===== config.mk =====
export PLATFORM = sky130hd
export DESIGN_NAME = axi_burst_addr_gen
export DESIGN_NICKNAME = d
export VERILOG_FILES = /design/src/rtl/axi_burst_addr_gen.sv
export SDC_FILE = /design/constraint.sdc
export NUM_CORES = 1
export LEC_CHECK = 0
export ABC_CLOCK_PERIOD_IN_PS = 8250
export BUFFER_PORTS_ARGS = -buffer_cell sky130_fd_sc_hd__buf_4
export CORE_UTILIZATION = 60
export DETAILED_ROUTE_END_ITERATION = 6
export PLACE_DENSITY = 0.93
export SLEW_MARGIN = 20
export SYNTH_ARGS = -nofsm -noshare
export SYNTH_HDL_FRONTEND = slang
export SYNTH_SLANG_ARGS = --single-unit

===== constraint.sdc =====
create_clock -name clk_i -period 8.25 [get_ports clk_i]
set_clock_uncertainty 0.1 [all_clocks]
set_input_delay 0.825 -clock clk_i [delete_from_list [all_inputs] [get_ports clk_i]]
set_output_delay 0.825 -clock clk_i [all_outputs]
set_load 0.02 [all_outputs]

===== src/rtl/axi_burst_addr_gen.sv =====
// axi_burst_addr_gen: expands one AXI AW/AR burst command into per-beat addresses,
// flagging illegal commands with SLVERR on every beat while still emitting len+1 beats.
module axi_burst_addr_gen #(
    parameter int ADDR_WIDTH = 32,
    parameter int DATA_WIDTH = 64,
    parameter int ID_WIDTH = 4,
    localparam int MAX_SIZE = $clog2(DATA_WIDTH / 8),
    localparam int LANE_W = MAX_SIZE > 0 ? MAX_SIZE : 1
) (
    input  logic                  clk_i,
    input  logic                  rst_i,
    input  logic                  cmd_valid_i,
    output logic                  cmd_ready_o,
    input  logic [ID_WIDTH-1:0]   cmd_id_i,
    input  logic [ADDR_WIDTH-1:0] cmd_addr_i,
    input  logic [7:0]            cmd_len_i,
    input  logic [2:0]            cmd_size_i,
    input  logic [1:0]            cmd_burst_i,
    output logic                  beat_valid_o,
    input  logic                  beat_ready_i,
    output logic [ID_WIDTH-1:0]   beat_id_o,
    output logic [ADDR_WIDTH-1:0] beat_addr_o,
    output logic [LANE_W-1:0]     beat_lane_o,
    output logic [7:0]            beat_idx_o,
    output logic                  beat_last_o,
    output logic [1:0]            beat_resp_o,
    output logic                  busy_o
);
    localparam int AW = ADDR_WIDTH;
    localparam logic [0:0] IDLE = 1'b0;
    localparam logic [0:0] BURST = 1'b1;
    localparam logic [AW:0] ONE = (AW + 1)'(1);
    logic [0:0]          state;
    logic [ID_WIDTH-1:0] id;
    logic [AW-1:0]       addr, lo, nxt, c_lo;
    logic [AW:0]         wb, sz, step, c_sz, c_wb, c_page;
    logic [7:0]          len, idx;
    logic [2:0]          size;
    logic [1:0]          burst, resp;
    logic                c_wrap_len, c_err, accept;

    assign beat_valid_o = state == BURST;
    assign busy_o       = state == BURST;
    assign beat_last_o  = state == BURST && idx == len;
    assign beat_id_o    = id;
    assign beat_addr_o  = addr;
    assign beat_idx_o   = idx;
    assign beat_resp_o  = resp;
    assign beat_lane_o  = MAX_SIZE > 0 ? addr[LANE_W-1:0] : '0;

    // One extra bit lets the wrap boundary compare survive a window ending at 2**AW.
    always_comb begin
        sz = ONE << size;
        step = {1'b0, addr} + sz;
        nxt = burst == 2'b00 ? addr
            : burst == 2'b10 ? (step == {1'b0, lo} + wb ? lo : step[AW-1:0])
            : AW'(({1'b0, addr} & ~(sz - ONE)) + sz);
        c_sz = ONE << cmd_size_i;
        c_wb = ((AW + 1)'(cmd_len_i) + ONE) << cmd_size_i;
        c_lo = cmd_addr_i & ~AW'(c_wb - ONE);
        c_page = ((AW + 1)'(cmd_addr_i[11:0]) & ~(c_sz - ONE)) + c_wb;
        c_wrap_len = cmd_len_i inside {8'd1, 8'd3, 8'd7, 8'd15};
        c_err = cmd_burst_i == 2'b11 || int'(cmd_size_i) > MAX_SIZE
            || (cmd_burst_i == 2'b10 && (!c_wrap_len || (cmd_addr_i & AW'(c_sz - ONE)) != '0))
            || (cmd_burst_i == 2'b01 && c_page > (AW + 1)'(4096));
        cmd_ready_o = !rst_i && (state == IDLE || (beat_ready_i && beat_last_o));
        accept = cmd_valid_i && cmd_ready_o;
    end

    always_ff @(posedge clk_i) begin
        if (rst_i) begin
            state <= IDLE;
            id    <= '0;
            addr  <= '0;
            lo    <= '0;
            wb    <= '0;
            len   <= '0;
            idx   <= '0;
            size  <= '0;
            burst <= '0;
            resp  <= '0;
        end else if (accept) begin
            state <= BURST;
            id    <= cmd_id_i;
            addr  <= cmd_addr_i;
            lo    <= c_lo;
            wb    <= c_wb;
            len   <= cmd_len_i;
            idx   <= '0;
            size  <= cmd_size_i;
            burst <= cmd_burst_i;
            resp  <= c_err ? 2'b10 : 2'b00;
        end else if (beat_valid_o && beat_ready_i) begin
            if (beat_last_o) begin
                state <= IDLE;
            end else begin
                idx  <= idx + 8'd1;
                addr <= nxt;
            end
        end
    end
endmodule

* Word level (Yosys, flattened, before mapping)
Cells that the tools add are included.
Operators by class: add/sub/neg operators 9, order comparisons 2, equal/unequal tests 12, shift-type cells 3, muxes and demuxes 10, bitwise operators 9, reductions and logical operators 23
Operator list (count):
- two-way mux 32 bit | 6
- AND 32 bit | 3
- adder 32 x 33 -> 33 bit | 2
- << shifter 1 x 3 -> 33 bit, first input constant | 2
- NOT 32 bit | 2
- subtractor 32 x 1 -> 32 bit, second input constant | 2
- adder 33 bit | 1
- AND 12 x 33 -> 33 bit | 1
- equality test 33 bit | 1
- > comparator 33 x 13 -> 1 bit, second input constant | 1
- NOT 33 bit | 1
- << shifter 9 x 3 -> 33 bit | 1
- subtractor 33 x 1 -> 33 bit, second input constant | 1
- adder 32 bit | 1
- nonzero test 32 bit | 1
- adder 8 x 1 -> 9 bit, second input constant | 1
- adder 8 x 1 -> 8 bit, second input constant | 1
- equality test 8 x 1 -> 1 bit, second input constant | 1
- equality test 8 x 2 -> 1 bit, second input constant | 1
- equality test 8 x 3 -> 1 bit, second input constant | 1
- equality test 8 x 4 -> 1 bit, second input constant | 1
- equality test 8 bit | 1
- logical AND 1 bit | 7
- equality test 2 bit, second input constant | 3
- other kinds (15) | 25
Storage, ports and cells: register bits after elaboration 125, input port bits 53, logic and storage cells 78

* Depth between registers and ports, before layout
depth in word-level cells 10, gate-level depth with buffers 19, gate-level depth less buffers 18

* Worst setup path after synthesis
No wires, ideal clock.
path kind flip-flop to flip-flop, start register size[1], end register addr[11] (netlist: beat_addr_o[11]), setup time 0.100 ns, data arrival time 4.332 ns, path slack 3.718 ns, stages on the path, launching flop included 17, cell sequence dfxtp_1 -> clkbuf_1 -> clkbuf_1 -> or3_1 -> inv_1 -> ha_1 -> fa_1 -> a211oi_1 -> o21a_2 -> nor4_1 -> xnor2_1 -> nand4_1 -> or2_2 -> a2111oi_4 -> nand2_2 -> mux2_4 -> a2111oi_4
Between the ends: word-level cells in the longest chain between the ends 10, elaborated cells between the ends (all ways) 13, classes of those cells 3 x add/sub; 1 x eq/ne; 1 x shift; 6 x mux; 2 x bitwise
RTL lines:
- start: declaration | line 38 | logic [2:0] size;
- start signal: assignment | line 90 | size <= cmd_size_i;
- << shifter 1 x 3 -> 33 bit (*) | line 53 | sz = ONE << size;
- subtractor 32 x 1 -> 32 bit | line 57 | : AW'(({1'b0, addr} & ~(sz - ONE)) + sz);
- NOT 32 bit | line 57
- AND 32 bit | line 57
- adder 32 bit | line 57
- two-way mux 32 bit (*) | line 56 | : burst == 2'b10 ? (step == {1'b0, lo} + wb ? lo : step[AW-1:0])
- two-way mux 32 bit (*) | line 55 | nxt = burst == 2'b00 ? addr
- two-way mux 32 bit (*) | line 94 | if (beat_last_o) begin
- two-way mux 32 bit (*) | line 93 | end else if (beat_valid_o && beat_ready_i) begin
- two-way mux 32 bit (*) | line 82 | end else if (accept) begin
- end signal: assignment | line 85 | addr <= cmd_addr_i;
- end signal: assignment | line 98 | addr <= nxt;
- end: declaration | line 35 | logic [AW-1:0] addr, lo, nxt, c_lo;
Every way passes the cells marked *; elsewhere a longest branch is shown, timed or not. The select of a mux whose other input is x is not followed. A chain may end at the register's enable or synchronous reset.

* Final worst setup path
Ends and elaborated chain as after synthesis.

==> metrics <==
part of the power in registers=38.6%; DIE AREA=18,280 um2; Max Clk Rate=0.1780 GHz; IO Pins=between 100 and 150; net total in the final layout=1,545; Comb pwr share=32.2%; fin. max-slew vios=0; wire length per cell=22.51 um; grt ovf=0; first-pass GRT wire length=57,560 um; clk root buf=clkbuf_16; DP HPWL=28,290 um; final core utilization=67.69%; Clock power frac=29.3%; worst skew pair latency=~380 ps; initial antenna violation count=0; Final min period=5618 ps; setup TNS=0 ps; Psw=0.5982 mW; synthesized instance count=1,404; chip height=around 140 um; routed wire length=37,600 um; final hold slack=382.3 ps; total global-route track usage=41.02%; Via-to-Cell Ratio=between 6 and 7; area grow syn2layout=9.992%; Worst Path Max Fanout=35; PwrDens=134.6 nW/um2; Period Utilization, post-route=68.10%; RSZ-0062 raised after global routing=false; cts repair resizes=0; Post-synth ARST share=0%; Yosys reg bits=107; leak pwr=4.934 nW; switch share=37.97%; antenna viol nets, final=0; largest net degree at the start of global routing=87; Worst setup SP type=register; worst rel slew slack=between 20% and 30%; vias in the first global route=10,500; Min-Delay Path Class=register to register; worst vdd rail ir drop=between 0.09 and 0.1 mV; Worst Setup End Kind=register; drt pass-1 iters=6; die width=135.2 um; # port buffers=104; internal power=0.9772 mW; fillers=about 1,500; final setup fails=0; Post-Syn Nets=1,509; slack of the critical path=2632 ps; max_cap viols=0; CTS max path bufs=2; postcts setup bufs=0; Via Count=around 11,000; Critical Path RT=8420 ps; Crit path arrival time=5790 ps; CTS Buf Count=9; Worst-path clk slew=80 ps; Finished Cell Area=11,710 um2; commonest cells after routing, fill and taps aside=nand2_1 (176), buf_4 (114), dfxtp_1 (107); Post-Syn Area per Cell=around 7.6 um2; initial core utilization=between 60% and 70%; Post-Layout Cell Count=1,670; Post-Syn Area=10,640 um2; outcome=finished clean; WL met3=4494 um; critical path class=register to register; total power=around 1.6 mW; CTS Sinks=107; wl on met1=14,720 um; Remaining DRCs=0; H-tree levels=3; core box area=17,300 um2; Slew @ Worst Pin=1180 ps; # hold bufs at CTS=0; cell area after placement=11,390 um2; # diodes=0; EDFF count, synth=0; fraction of layout cells with a size suffix above 1=12.39%; uppermost layer routed=met4; CTS tree=built; Top FF cell, synth=dfxtp_1; DRT iter0 DRCs=around 1,600; Final GP Congestion=1.065; row cnt=48; DP Cell Count=1,654; post-synth cell types=96; most common cell after layout, fill and taps aside=nand2_1; Ys Warns=0; met2 wire len=16,220 um; Fin. Hold Viols=0; Seq/Total Area, Yosys=between 20% and 30%; setup slack after placement=2758 ps
-- registers in the layout, indices dropped and copies added (netlist names) --
register	flops
beat_addr_o	32
beat_idx_o	8
beat_id_o	4
beat_resp_o	1
wb	16
len	8
beat_valid_o	1
burst	2
size	3
lo	32
-- synth_stat cells (6+ instances only) --
cell	n	share of area, %
nand2_1	177	6.2
dfxtp_1	107	20
a21oi_1	98	4.6
nor2_1	85	3.0
o21ai_0	82	3.9
xor2_1	58	4.8
nand3_1	54	2.5
clkbuf_1	53	1.9
xnor2_1	53	4.4
inv_1	51	1.8
ha_1	49	5.8
nand3b_1	42	3.0
mux2i_1	31	2.9
nand4_1	23	1.4
and3_1	21	1.2
or3_1	21	1.2
and2_1	20	1.2
o211ai_1	19	1.3
nor3_1	18	0.85
a31oi_1	17	1.0
nand2b_1	17	1.0
buf_2	16	0.75
a21o_1	15	1.1
nor4_1	15	0.88
nor2b_1	14	0.82
a22o_1	11	0.91
a32o_1	11	1.0
and4_1	11	0.91
a21boi_0	10	0.71
a221oi_1	10	0.82
buf_1	10	0.35
buf_4	10	0.71
mux2_2	10	1.1
o22ai_1	10	0.59
xnor3_1	9	1.9
a211oi_1	8	0.56
a211o_1	7	0.58
a222oi_1	7	0.66
nor3b_1	7	0.49
o2111ai_1	7	0.58
o31ai_1	7	0.49
o21a_1	6	0.42
-- worst paths after layout --
check             slack, ps  depth (start not counted)                  from                           end
hold reg to reg         380                          2    lo[0]$_SDFFE_PP0P_            lo[0]$_SDFFE_PP0P_
setup reg to reg       2630                         15  size[1]$_SDFFE_PP0P_  beat_addr_o[11]$_SDFFE_PP0P_
setup / recovery       2630                         15  size[1]$_SDFFE_PP0P_  beat_addr_o[11]$_SDFFE_PP0P_
hold / removal          380                          2    lo[0]$_SDFFE_PP0P_            lo[0]$_SDFFE_PP0P_
-- cell type report --
class / count / area [um2] / share of cell area, %
Multi-Input combinational cell: 1157 / 7923 / 67.67
Timing Repair Buffer: 114 / 855.8 / 7.310
Clock buffer: 9 / 225.2 / 1.924
Tap cell: 225 / 281.5 / 2.405
Sequential cell: 107 / 2142 / 18.30
Clock inverter: 7 / 88.84 / 0.7588
Inverter: 51 / 191.4 / 1.635
-- cells by family (layout without fill, tap and decap cells) --
group / after synthesis / count (layout) / synth area share (%)
multiplexers: 43 / 43 / 4.326
other: 1 / 1 / 0.03523
flip-flops: 107 / 107 / 20.12
AO/OA/AOI/OAI: 387 / 387 / 25.05
adder cells (fa/ha/maj): 52 / 52 / 6.324
XOR/XNOR: 124 / 124 / 11.79
buffers and inverters: 140 / 181 / 5.478
AND/OR/NAND/NOR: 550 / 550 / 26.87
-- metal layers --
layer | global-route usage, % | vias up
met5 | 0 | -
met4 | 23.16 | 0
met3 | 8.941 | 138
met2 | 61.57 | 785
met1 | 54.28 | 5315
li1 | - | 5220
-- power groups by stage --
stage	sequential (mW)	clock, mW	combinational (mW)
detailed placement	0.615	0	0.490
floorplan	0.600	0	0.353
global placement	0.615	0	0.478
CTS	0.603	0.460	0.494
global route	0.610	0.478	0.546
finish	0.608	0.461	0.507
-- critical path: stages, from the launching register on --
cell       delay, ps
dfxtp_1          770
or3_1            230
inv_1             60
ha_1             250
fa_1             440
a211oi_1         440
o21ai_1          240
nand4_1          180
xor2_1           290
xnor3_1          290
nand4_1           90
nor4_1           320
and4_1           340
nand2_2          590
mux2_4           540
a2111oi_4        320
Note: power is estimated with default switching activity, not from simulation.
